<file path="src/rtl/evo_array_eval.sv">
`default_nettype none
// ============================================================================
// Module   : evo_array_eval
// Purpose  : Runtime-configurable evolvable gate array. A serially loaded
//            genome selects each gate's function and two sources (primary
//            inputs or gate state). Gate feedback runs through synchronous
//            state registers, so each evaluation is a fixed number of
//            concurrent updates and yields an output vector plus a
//            stability flag.
// Ports    : clk, reset          - clock, synchronous active-high reset
//            cfg_valid/cfg_bit   - genome bit stream, MSB first
//            cfg_ready           - bit accepted when cfg_valid & cfg_ready
//            cfg_done            - one-cycle pulse on the final genome bit
//            configured          - a complete genome is held
//            in, eval_start      - primary inputs and start request
//            busy                - evaluation in progress
//            result_valid        - one-cycle pulse with result/stable
//            result, stable      - selected outputs, last update unchanged
//            toggle_cnt          - (EVO_TOGGLE_COUNT_EN only) updates in
//                                  which output 0 changed
// Options  : `define EVO_TOGGLE_COUNT_EN adds the toggle_cnt port/counter.
// Revision : 1.0 - initial release
// ============================================================================
module evo_array_eval #(
  parameter int NUM_INPUTS    = 2,
  parameter int NUM_GATES     = 7,
  parameter int NUM_OUTPUTS   = 1,
  parameter int SETTLE_CYCLES = 16
) (
  input  logic                   clk,
  input  logic                   reset,
  input  logic                   cfg_valid,
  input  logic                   cfg_bit,
  output logic                   cfg_ready,
  output logic                   cfg_done,
  output logic                   configured,
  input  logic [NUM_INPUTS-1:0]  in,
  input  logic                   eval_start,
  output logic                   busy,
  output logic                   result_valid,
  output logic [NUM_OUTPUTS-1:0] result,
  output logic                   stable
`ifdef EVO_TOGGLE_COUNT_EN
  ,
  output logic [$clog2(SETTLE_CYCLES+1)-1:0] toggle_cnt
`endif
);

  localparam int N     = NUM_INPUTS + NUM_GATES;
  localparam int SEL_W = $clog2(N);
  localparam int GW    = 3 + 2 * SEL_W;
  localparam int G     = NUM_GATES * GW + NUM_OUTPUTS * SEL_W;
  localparam int NP    = 1 << SEL_W;             // full select space
  localparam int CW    = $clog2(SETTLE_CYCLES + 1);
  localparam int BW    = $clog2(G + 1);

  localparam logic [1:0] S_UNCFG = 2'd0;
  localparam logic [1:0] S_LOAD  = 2'd1;
  localparam logic [1:0] S_READY = 2'd2;
  localparam logic [1:0] S_EVAL  = 2'd3;

  logic [1:0]            state;
  logic [CW-1:0]         cnt;
  logic [BW-1:0]         bitcnt;
  logic [BW-1:0]         bitcnt_inc;
  logic [NUM_GATES-1:0]  w;
  logic [NUM_GATES-1:0]  w_next;
  logic [G-1:0]          genome;
  logic [NUM_INPUTS-1:0] in_q;
  logic [NP-1:0]         cur_pad;
  logic [NP-1:0]         nxt_pad;
  logic [NUM_OUTPUTS-1:0] sel_next;
  logic                  cfg_accept;

  function automatic logic gate_fn(input logic [2:0] f, input logic a, input logic b);
    case (f)
      3'd0:    gate_fn = a & b;
      3'd1:    gate_fn = a | b;
      3'd2:    gate_fn = ~(a & b);
      3'd3:    gate_fn = ~(a | b);
      3'd4:    gate_fn = a ^ b;
      3'd5:    gate_fn = ~(a ^ b);
      3'd6:    gate_fn = ~a;
      default: gate_fn = a;
    endcase
  endfunction

  assign cfg_ready  = (state != S_EVAL);
  assign busy       = (state == S_EVAL);
  assign cfg_accept = cfg_valid & cfg_ready;

  // Source vectors padded to the full select range; indices >= N read 0.
  always_comb begin
    cur_pad        = '0;
    cur_pad[N-1:0] = {w, in_q};
  end

  always_comb begin
    nxt_pad        = '0;
    nxt_pad[N-1:0] = {w_next, in_q};
  end

  generate
    for (genvar k = 0; k < NUM_GATES; k++) begin : g_gate
      logic [2:0]       func;
      logic [SEL_W-1:0] src_a;
      logic [SEL_W-1:0] src_b;
      assign func      = genome[k*GW +: 3];
      assign src_a     = genome[k*GW+3 +: SEL_W];
      assign src_b     = genome[k*GW+3+SEL_W +: SEL_W];
      assign w_next[k] = gate_fn(func, cur_pad[src_a], cur_pad[src_b]);
    end
    for (genvar j = 0; j < NUM_OUTPUTS; j++) begin : g_out
      assign sel_next[j] = nxt_pad[genome[NUM_GATES*GW + j*SEL_W +: SEL_W]];
    end
  endgenerate

`ifdef EVO_TOGGLE_COUNT_EN
  logic sel_cur0;
  assign sel_cur0 = cur_pad[genome[NUM_GATES*GW +: SEL_W]];
`endif

  // A reload from READY restarts the bit count; otherwise it continues.
  assign bitcnt_inc = ((state == S_LOAD) ? bitcnt : '0) + 1'b1;

  always_ff @(posedge clk) begin
    if (reset) begin
      state        <= S_UNCFG;
      cnt          <= '0;
      bitcnt       <= '0;
      w            <= '0;
      genome       <= '0;
      in_q         <= '0;
      cfg_done     <= 1'b0;
      configured   <= 1'b0;
      result_valid <= 1'b0;
      result       <= '0;
      stable       <= 1'b0;
`ifdef EVO_TOGGLE_COUNT_EN
      toggle_cnt   <= '0;
`endif
    end else begin
      cfg_done     <= 1'b0;
      result_valid <= 1'b0;
      case (state)
        S_UNCFG, S_LOAD, S_READY: begin
          if (cfg_accept) begin
            genome <= {genome[G-2:0], cfg_bit};
            bitcnt <= bitcnt_inc;
            if (bitcnt_inc == BW'(G)) begin
              configured <= 1'b1;
              cfg_done   <= 1'b1;
              state      <= S_READY;
            end else begin
              configured <= 1'b0;
              state      <= S_LOAD;
            end
          end else if (state == S_READY && eval_start) begin
            state <= S_EVAL;
            in_q  <= in;
            w     <= '0;
            cnt   <= '0;
`ifdef EVO_TOGGLE_COUNT_EN
            toggle_cnt <= '0;
`endif
          end
        end
        S_EVAL: begin
          w   <= w_next;
          cnt <= cnt + 1'b1;
`ifdef EVO_TOGGLE_COUNT_EN
          if (sel_cur0 != sel_next[0]) toggle_cnt <= toggle_cnt + 1'b1;
`endif
          // Final update: capture outputs of the new state and compare it
          // against the previous state for the oscillation flag.
          if (cnt == CW'(SETTLE_CYCLES - 1)) begin
            result       <= sel_next;
            stable       <= (w_next == w);
            result_valid <= 1'b1;
            state        <= S_READY;
          end
        end
        default: state <= S_UNCFG;
      endcase
    end
  end

endmodule
`default_nettype wire

</file>
<file path="config.mk">
export PLATFORM = sky130hd
export DESIGN_NAME = evo_array_eval
export DESIGN_NICKNAME = d
export VERILOG_FILES = /design/src/rtl/evo_array_eval.sv
export SDC_FILE = /design/constraint.sdc
export NUM_CORES = 1
export LEC_CHECK = 0
export ABC_AREA = 1
export CAP_MARGIN = 20
export CELL_PAD_IN_SITES_DETAIL_PLACEMENT = 1
export CELL_PAD_IN_SITES_GLOBAL_PLACEMENT = 1
export CORE_ASPECT_RATIO = 0.8
export CORE_UTILIZATION = 45
export CTS_CLUSTER_SIZE = 28
export DETAILED_ROUTE_END_ITERATION = 8
export PLACE_DENSITY_LB_ADDON = 0.1
export SETUP_SLACK_MARGIN = 0.2
export SYNTH_ARGS = -nofsm -noshare
export SYNTH_HDL_FRONTEND = slang
export SYNTH_SLANG_ARGS = --single-unit
</file>
<file path="constraint.sdc">
create_clock -name clk -period 3.21 [get_ports clk]
set_input_delay 0.8025 -clock clk [delete_from_list [all_inputs] [get_ports clk]]
set_output_delay 0.8025 -clock clk [all_outputs]
set_load 0.005 [all_outputs]
</file>
After elaboration in Yosys (flattened, before gate mapping). Cells that the tools add are included.

Flip-flop bits (word level): 109. Latch bits: 0. RAM bits: 0. Bits in read-only memories: 0. Bits of input ports: 7. Output and inout bits: 7. Word-level logic and storage cells: 202. Memories kept: 0.

Add/sub/neg operators: 2. Multiply operators: 0. Divide/modulo/power cells: 0. $lt $le $gt $ge: 15. Equality and inequality tests: 53. Shift operators: 0. Muxes and demuxes: 51. Bitwise gates (word level): 53. Reduce and logical (&&, ||, !) cells: 17.

Operators with widths (number): 4-bit by 5-bit less-than comparator with 1-bit output, second input constant (15); 3-bit == test, second input constant (21); 1-bit binary-select mux with 4-bit select (15); 1-bit case mux with 7 select lines (7); 3-bit by 2-bit == test with 1-bit output, second input constant (14); 1-bit inverter (31); 3-bit by 1-bit == test with 1-bit output, second input constant (7); 3-bit logical NOT (7); 7-bit two-way mux (3); 1-bit two-way mux (17); 7-bit case mux with 2 select lines (1); 5-bit two-way mux (2); 5-bit case mux with 2 select lines (1); 1-bit AND (8); 2-bit two-way mux (4); 2-bit AND reduction (4); 7-bit by 1-bit adder with 7-bit output, second input constant (1); 7-bit == test (1); 7-bit == test, second input constant (1); 1-bit OR (7); 1-bit XOR (7); 2-bit != test, second input constant (3); 3-bit OR reduction (2); 5-bit by 1-bit adder with 5-bit output, second input constant (1); other kinds (10) (11).

Longest topological paths before layout. Gate-level depths: netlist (run 1).

Depth after elaboration: 7. Mapped depth: 22. Gate-level depth less buffers: 21.

Worst setup path before layout (run 1). No wires, ideal clock.

Path kind: register -> register. Start: register w[4]. End: register stable. Library setup time: 0.067 ns. Arrival: 2.425 ns. Data required time: 3.143 ns. Slack: 0.718 ns. Stages on the path, launching flop included: 19. Period minus slack after synthesis: 2.492 ns. Cells stage by stage: dfxtp_1 -> inv_2 -> buf_6 -> a21oi_1 -> o21ai_0 -> a311o_1 -> nand2_1 -> inv_1 -> ha_1 -> or3_1 -> a21oi_1 -> nor2_1 -> nand2_2 -> nand3_1 -> nand2_1 -> nand2_1 -> nor2_1 -> nand2_1 -> a21oi_2.

Longest elaborated chain between the ends: 6. Elaborated cells on any way between the ends: 85.

Ends and longest elaborated chain: start: declaration (line 66) `logic [NUM_GATES-1:0] w;`; start signal: assignment (line 169) `w <= w_next;`; 1-bit binary-select mux with 4-bit select (line 111) `assign w_next[k] = gate_fn(func, cur_pad[src_a], cur_pad[src_b]);`; 1-bit two-way mux (not written as such) (line 111); 1-bit XOR, or another cell as far along (line 81, 82); 1-bit inverter, on equally long branches (line 82, 79, 80); 1-bit case mux with 7 select lines (line 76) `case (f)`; 7-bit == test (*) (line 178) `stable <= (w_next == w);`; end signal: assignment (line 178); end: declaration (line 42) `output logic stable`.

Mark *: on every way between the ends. The rest lies on a longest branch, timed or not. The select of a mux whose other input is x is not followed. A chain may end at the register's enable or synchronous reset.

Final worst setup path (run 1). Ends and elaborated chain as after synthesis.

==> impl_metrics.json, run 1 <==
{
  "start_util": 0.462,
  "area_growth_pct": 9.84,
  "maxCapViolCount": 0,
  "synth_most_common_cell": "nand2_1",
  "core-area_um2": 13600,
  "final_antenna_net_count": 0,
  "antenna_found_initial": 0,
  "syn_nets": 948,
  "synth_seq_area_share": 0.349,
  "cts_sinks": 109,
  "vias": 6318,
  "synth.area.mux_share": 0,
  "clkLatencyLatePin_ns": 0.36,
  "synth_top_area_cell": "dfxtp_1",
  "die_x_um": 134,
  "die_h_um": 107,
  "rsz0062_at_grt": "false",
  "finish.utilization": 0.507,
  "drive_gt1_frac": 0.0899,
  "cts_buffers": 9,
  "synthTopCellsByArea": "dfxtp_1, o21ai_0, a21oi_1, nand2_1, nand3_1",
  "arrival_ns": 3.12,
  "synth_area_um2": 6260,
  "ys.warnings.count": 0,
  "wirelength_um": 19500,
  "hpwl_um": 13400,
  "via_per_inst": 5.73,
  "fillerInstances": 1807,
  "port_buffers": 13,
  "grt_pass1_vias": 6557,
  "synth_fa_ha_area_frac": 0.0360,
  "crit_path_end_kind": "flop",
  "irDropWorstVdd_v": 0.000380,
  "grt_overflow": 0,
  "grt_max_degree": 132,
  "synth_top_family_by_area": "simple AND/OR/NAND/NOR gates",
  "path_buf_inv": 3,
  "yosysUniqueCellTypes": 42,
  "synth_cells": 923,
  "seq_area_um2": 2210,
  "nets": 943,
  "drc": 0,
  "ff2ff_setup_slack_ns": 0.40,
  "syn_area_per_cell_um2": 6.78,
  "clock-root-buffer": "clkbuf_16",
  "slowest_delay_ns": 0.37,
  "cp_max_fo": 15,
  "synth_xor_area_frac": 0.00420,
  "synth.top_cell.area_share": 0.349,
  "total_power_uw": 3450,
  "tightest_slew_ns": 0.673,
  "post_cts_buffers": 0,
  "skew_ns": 0.0109,
  "io_pins": 14,
  "first_pass_iters": 5,
  "setup-violations-final": 0,
  "placementRows": 38,
  "cts_tree": "done",
  "fmax_mhz": 356,
  "multi_input_area_um2": 3370,
  "first_iter_violations": 247,
  "maxSlewViolCount": 0,
  "critPathMostFrequentCell": "nand2_1",
  "clkSlewWorstSetupHoldPaths_ns": 0.08,
  "synth_top_flop_cell": "dfxtp_1",
  "gp_congestion": 0.886,
  "synth_edf_count": 0,
  "synth-seq-cells": 109,
  "clockBufferDepth": 2,
  "cp-start-kind": "flop",
  "period_needed_ns": 2.81,
  "ys_top_cells_by_count": "nand2_1, o21ai_0, a21oi_1, dfxtp_1, inv_1",
  "synthArstFlopShare": 0,
  "powerDensity_nw_per_um2": 502,
  "slew_headroom": 0.551,
  "min_period_over_period": 0.875,
  "cts_max_level": 3,
  "worst-setup-path-type": "reg2reg",
  "required_ns": 3.52,
  "leakage_uw": 0.00284,
  "path_cells": "inv_4 -> a21oi_1 -> o21ai_0 -> a311o_1 -> nand2_1 -> inv_1 -> ha_1 -> inv_1 -> o21ai_0 -> o21ai_0 -> nand2_1 -> a21boi_1 -> nand2_2 -> nand2_1 -> nand2_1 -> nand2_1 -> nand2_1 -> nor2_1 -> nand2_1 -> a21oi_2",
  "grtUsageTotal": 0.285,
  "tns_ns": 0,
  "diodes": 0,
  "dieArea_um2": 14400,
  "path_delay_family": "compound AO/OA/AOI/OAI gates",
  "slowest_stage": "dfxtp_2",
  "synth_compound_area_frac": 0.238,
  "hold_class": "reg2reg",
  "grt_pass1_wl_um": 32100,
  "drt-wirelength-per-cell_um": 17.7,
  "hold_violations": 0,
  "synthSimpleGateAreaFrac": 0.259,
  "outcome": "finished, final reports clean"
}
repair_timing:
item	CTS	global route
setup endpoints to repair	1	2
pin swaps	0	2
hold buffers	0	0
cloned	0	0
gates resized for setup	1	37
power breakdown:
| group | internal (uW) | total [uW] | switching, uW |
|---|---|---|---|
| clock | 727 | 1260 | 528 |
| combinational | 223 | 658 | 435 |
| sequential | 1440 | 1540 | 103 |
| total | 2390 | 3450 | 1070 |
cell families after synthesis:
logic type | Yosys count
xor+xnor | 3
simple gates | 353
flops | 109
fa+ha+maj | 18
buf+inv | 161
compound gates | 279
placed cells by master (no fill, tap or decap), types with 2 or more instances in the layout:
| cell | instances |
|---|---|
| a221oi_1 | 8 |
| o211ai_1 | 7 |
| nor2_4 | 3 |
| nor4_1 | 6 |
| inv_4 | 4 |
| nand2_2 | 7 |
| nand3_1 | 89 |
| nor2_1 | 49 |
| nor3_1 | 20 |
| dfxtp_1 | 95 |
| buf_4 | 10 |
| dfxtp_2 | 10 |
| inv_6 | 3 |
| nor3_2 | 3 |
| inv_1 | 99 |
| nand3_2 | 4 |
| inv_2 | 11 |
| nand2_1 | 156 |
| nand4_1 | 3 |
| clkbuf_8 | 2 |
| clkinv_4 | 2 |
| a21boi_1 | 2 |
| o21ai_0 | 129 |
| ha_1 | 18 |
| xor2_1 | 2 |
| a311o_1 | 6 |
| bufinv_16 | 2 |
| clkbuf_16 | 9 |
| clkinvlp_4 | 3 |
| clkdlybuf4s50_1 | 13 |
| nand3b_1 | 8 |
| a22oi_1 | 2 |
| dfxtp_4 | 4 |
| a21oi_1 | 121 |
| buf_12 | 2 |
area by class of cell:
cell class | count | share of cell area
clock buffer | 11 | 0.0368
multi-input combinational | 653 | 0.491
tap | 180 | 0.0328
sequential | 109 | 0.321
timing repair buffer | 25 | 0.0357
inverter | 120 | 0.0706
clock inverter | 5 | 0.0120
sequential cells by signal, summed over array words and instances, names as in the netlist:
name and flops:
result_valid 1, w 7, cfg_done 1, genome 81
configured 1, stable 1, result 1, cnt 5
in_q 2, bitcnt 7, state 2
stage by stage:
stage	hold slack, ns	instances	instance area (um^2)	setup slack, ns
6_report	0.493	1103	6870	0.400
3_5_place_dp	0.481	1087	6480	0.250
3_3_place_gp	0.453	1087	6480	0.447
5_1_grt	0.513	1103	6870	0.199
4_1_cts	0.492	1103	6820	0.233
2_1_floorplan	0.445	923	6260	0.718
tightest hold or removal path: cells and delay by family, from the launching register on:
family          cells  cell delay, ns
compound gates      1            0.05
simple gates        1            0.08
flops               1            0.32
routing by layer:
| metal | vias to the layer above | global-route usage | wire [um] |
|---|---|---|---|
| met4 | 0 | 0.136 | 558 |
| met5 | - | 0 | 0 |
| met3 | 40 | 0.0513 | 676 |
| met1 | 3063 | 0.348 | 8970 |
| met2 | 111 | 0.484 | 9290 |
| li1 | 3104 | - | - |
worst paths after layout:
path / startpoint / to / cells after the start
setup / recovery: w[4]$_SDFFE_PP0P_ / stable$_SDFFE_PP0P_ / 20
hold reg to reg: stable$_SDFFE_PP0P_ / stable$_SDFFE_PP0P_ / 2
hold / removal: stable$_SDFFE_PP0P_ / stable$_SDFFE_PP0P_ / 2
setup reg to reg: w[4]$_SDFFE_PP0P_ / stable$_SDFFE_PP0P_ / 20
Power figures use the tool's default switching activity.
==> run 2: changes to the inputs <==
--- a/config.mk
+++ b/config.mk
@@ -10,6 +10,7 @@
 export CELL_PAD_IN_SITES_DETAIL_PLACEMENT = 1
 export CELL_PAD_IN_SITES_GLOBAL_PLACEMENT = 1
 export CORE_ASPECT_RATIO = 0.8
+export CORE_MARGIN = 2
 export CORE_UTILIZATION = 45
 export CTS_CLUSTER_SIZE = 28
 export DETAILED_ROUTE_END_ITERATION = 8
==> run 2 against run 1 <==
  * Clock skew decreased by 0.0054 ns
  * Die area increased by 3.4%
  * Flip-flop and latch count unchanged
  * First-iteration DRC count increased by 64%
  * Global-route usage decreased by 0.88 points
  * Clock power decreased by 13%
  * Worst hold slack got worse by 0.013 ns
  * Worst setup slack improved by 0.024 ns
  * Final area decreased by 0.60%
  * Via count increased by 0.47%
  * Critical endpoint unchanged
  * Largest cell class unchanged
  * Highest routed layer unchanged
==> impl_metrics.json, run 2 (synthesis results as in run 1) <==
{
  "outcome": "finished, final reports clean",
  "rr_worst_depth": 20,
  "gp_congestion": 0.852,
  "holdPathStages": 2,
  "placementRows": 38,
  "drive_gt1_frac": 0.0929,
  "cp_max_fo": 14,
  "final_antenna_net_count": 0,
  "gr-usage-met1": 0.352,
  "grtUsageTotal": 0.276,
  "cp-start-kind": "flop",
  "via_per_inst": 5.74,
  "start_util": 0.462,
  "clkSlewWorstSetupHoldPaths_ns": 0.07,
  "largest_reg_flops": 81,
  "ff2ff_setup_slack_ns": 0.42,
  "rsz0062_at_grt": "false",
  "grt_overflow": 0,
  "grt_pass1_wl_um": 32000,
  "grt_max_degree": 100,
  "first_iter_violations": 406,
  "met2_usage": 0.474,
  "clockBufferDepth": 2,
  "skew_ns": 0.00551,
  "top_regs": "genome (81), bitcnt (7), w (7)",
  "clock-root-buffer": "clkbuf_16",
  "antenna_found_initial": 0,
  "regMostFlops": "genome",
  "irDropWorstVdd_v": 0.000380,
  "top_usage_layer": "met2",
  "min_period_over_period": 0.868,
  "worst-setup-path-type": "reg2reg",
  "globalRouteMet3Util": 0.0475,
  "diodes": 0,
  "first_pass_iters": 5,
  "setup-violations-final": 0,
  "core-area_um2": 13600,
  "grt_pass1_vias": 6386,
  "wirelength_um": 19700,
  "cts_max_level": 3,
  "arrival_ns": 3.09,
  "maxSlewViolCount": 0,
  "hp-start": "cnt[3]$_SDFFE_PP0P_",
  "hold_class": "reg2reg",
  "period_needed_ns": 2.79,
  "dieArea_um2": 14900,
  "r2r_end": "stable$_SDFFE_PP0P_",
  "area_growth_pct": 9.18,
  "powerDensity_nw_per_um2": 482,
  "io_pins": 14,
  "postCtsHoldBufs": 0,
  "drt-wirelength-per-cell_um": 17.8,
  "vias": 6348,
  "min_to": "cnt[3]$_SDFFE_PP0P_",
  "most-common-layout-cells": "nand2_1, o21ai_0, a21oi_1",
  "fmax_mhz": 359,
  "hold_violations": 0,
  "clkLatencyLatePin_ns": 0.36,
  "cts_buffers": 9,
  "tns_ns": 0,
  "port_buffers": 13,
  "slew_headroom": 0.671,
  "hpwl_um": 13500,
  "drc": 0,
  "final_common_cell": "nand2_1",
  "leakage_uw": 0.00284,
  "required_ns": 3.51,
  "nets": 947,
  "reg2reg_from": "w[1]$_SDFFE_PP0P_",
  "die_h_um": 109,
  "cts_tree": "done",
  "crit_path_end_kind": "flop",
  "maxCapViolCount": 0,
  "tightest_slew_ns": 0.493,
  "die_x_um": 136,
  "cts_sinks": 109,
  "fillerInstances": 1777,
  "finish.utilization": 0.504
}
==> run 2: changes by cell type in the layout (fill, tap and decap cells not counted), sizes merged <==
cell	before	now
buf	12	16
bufinv	2	0
clkbuf	11	14
clkinv	3	4
clkinvlp	3	0
==> run 2: final cells by class <==
cell class / count / area (um^2) / area share
sequential: 109 / 2210 / 0.324
inverter: 120 / 480 / 0.0703
multi-input combinational: 653 / 3370 / 0.494
clock inverter: 1 / 5.00 / 0.000732
tap: 180 / 225 / 0.0330
timing repair buffer: 29 / 263 / 0.0385
clock buffer: 14 / 274 / 0.0401
==> run 2: what timing repair did <==
action                                  in CTS  in global routing
gates resized for setup                      0                 36
buffers inserted                             0                  1
endpoints found under the setup margin       0                  2
==> run 2: power breakdown <==
| group | internal [uW] | switching [uW] |
|---|---|---|
| logic | 225 | 436 |
| clock network | 586 | 510 |
| registers | 1440 | 99.5 |
| total | 2250 | 1040 |
==> run 2: how the worst max path moves through the flow <==
stage                               from             endpoint  slack, ns
CTS                 in_q[1]$_SDFFE_PP0P_  stable$_SDFFE_PP0P_       0.28
global placement    in_q[0]$_SDFFE_PP0P_  stable$_SDFFE_PP0P_       0.43
finish                 w[1]$_SDFFE_PP0P_  stable$_SDFFE_PP0P_       0.42
detailed placement  in_q[1]$_SDFFE_PP0P_  stable$_SDFFE_PP0P_       0.32
floorplan              w[4]$_SDFFE_PP0P_  stable$_SDFFE_PP0P_       0.72
global route           w[4]$_SDFFE_PP0P_  stable$_SDFFE_PP0P_       0.20
==> run 2: stage by stage <==
stage	instances	setup slack [ns]	hold slack, ns	instance area, um^2	power (uW)
after global placement	1090	0.433	0.462	6490	2150
after detailed placement	1090	0.320	0.468	6490	2210
after global routing	1106	0.196	0.520	6830	3470
after floorplan	923	0.718	0.445	6260	2010
after CTS	1105	0.281	0.478	6770	3310
final	1106	0.424	0.480	6830	3290
==> run 2: routing by layer <==
layer,vias up,part of all wire,wire length [um]
met5,-,0,0
met4,0,0.015,289
met3,28,0.035,689
met2,108,0.49,9560
met1,3104,0.46,9140
li1,3108,-,-
==> run 2: worst max-delay path: stages (launching register included) <==
cell      delay [ns]
dfxtp_1         0.36
inv_4           0.21
nand2_1         0.09
a221oi_1        0.31
a311o_1         0.17
nand2_1         0.10
inv_1           0.08
ha_1            0.22
inv_1           0.07
o21ai_0         0.08
o21ai_0         0.10
a21oi_1         0.10
nor2_1          0.16
nand2_2         0.13
nand2_1         0.08
nand2_1         0.06
nand2_1         0.08
nand2_1         0.06
nor2_1          0.10
nand2_1         0.07
a21oi_2         0.10
==> run 3: changes to the inputs <==
--- a/config.mk
+++ b/config.mk
@@ -10,7 +10,6 @@
 export CELL_PAD_IN_SITES_DETAIL_PLACEMENT = 1
 export CELL_PAD_IN_SITES_GLOBAL_PLACEMENT = 1
 export CORE_ASPECT_RATIO = 0.8
-export CORE_MARGIN = 2
 export CORE_UTILIZATION = 45
 export CTS_CLUSTER_SIZE = 28
 export DETAILED_ROUTE_END_ITERATION = 8
==> results of run 3 <==
The final DEF is identical to that of run 1; final timing and power are the same.
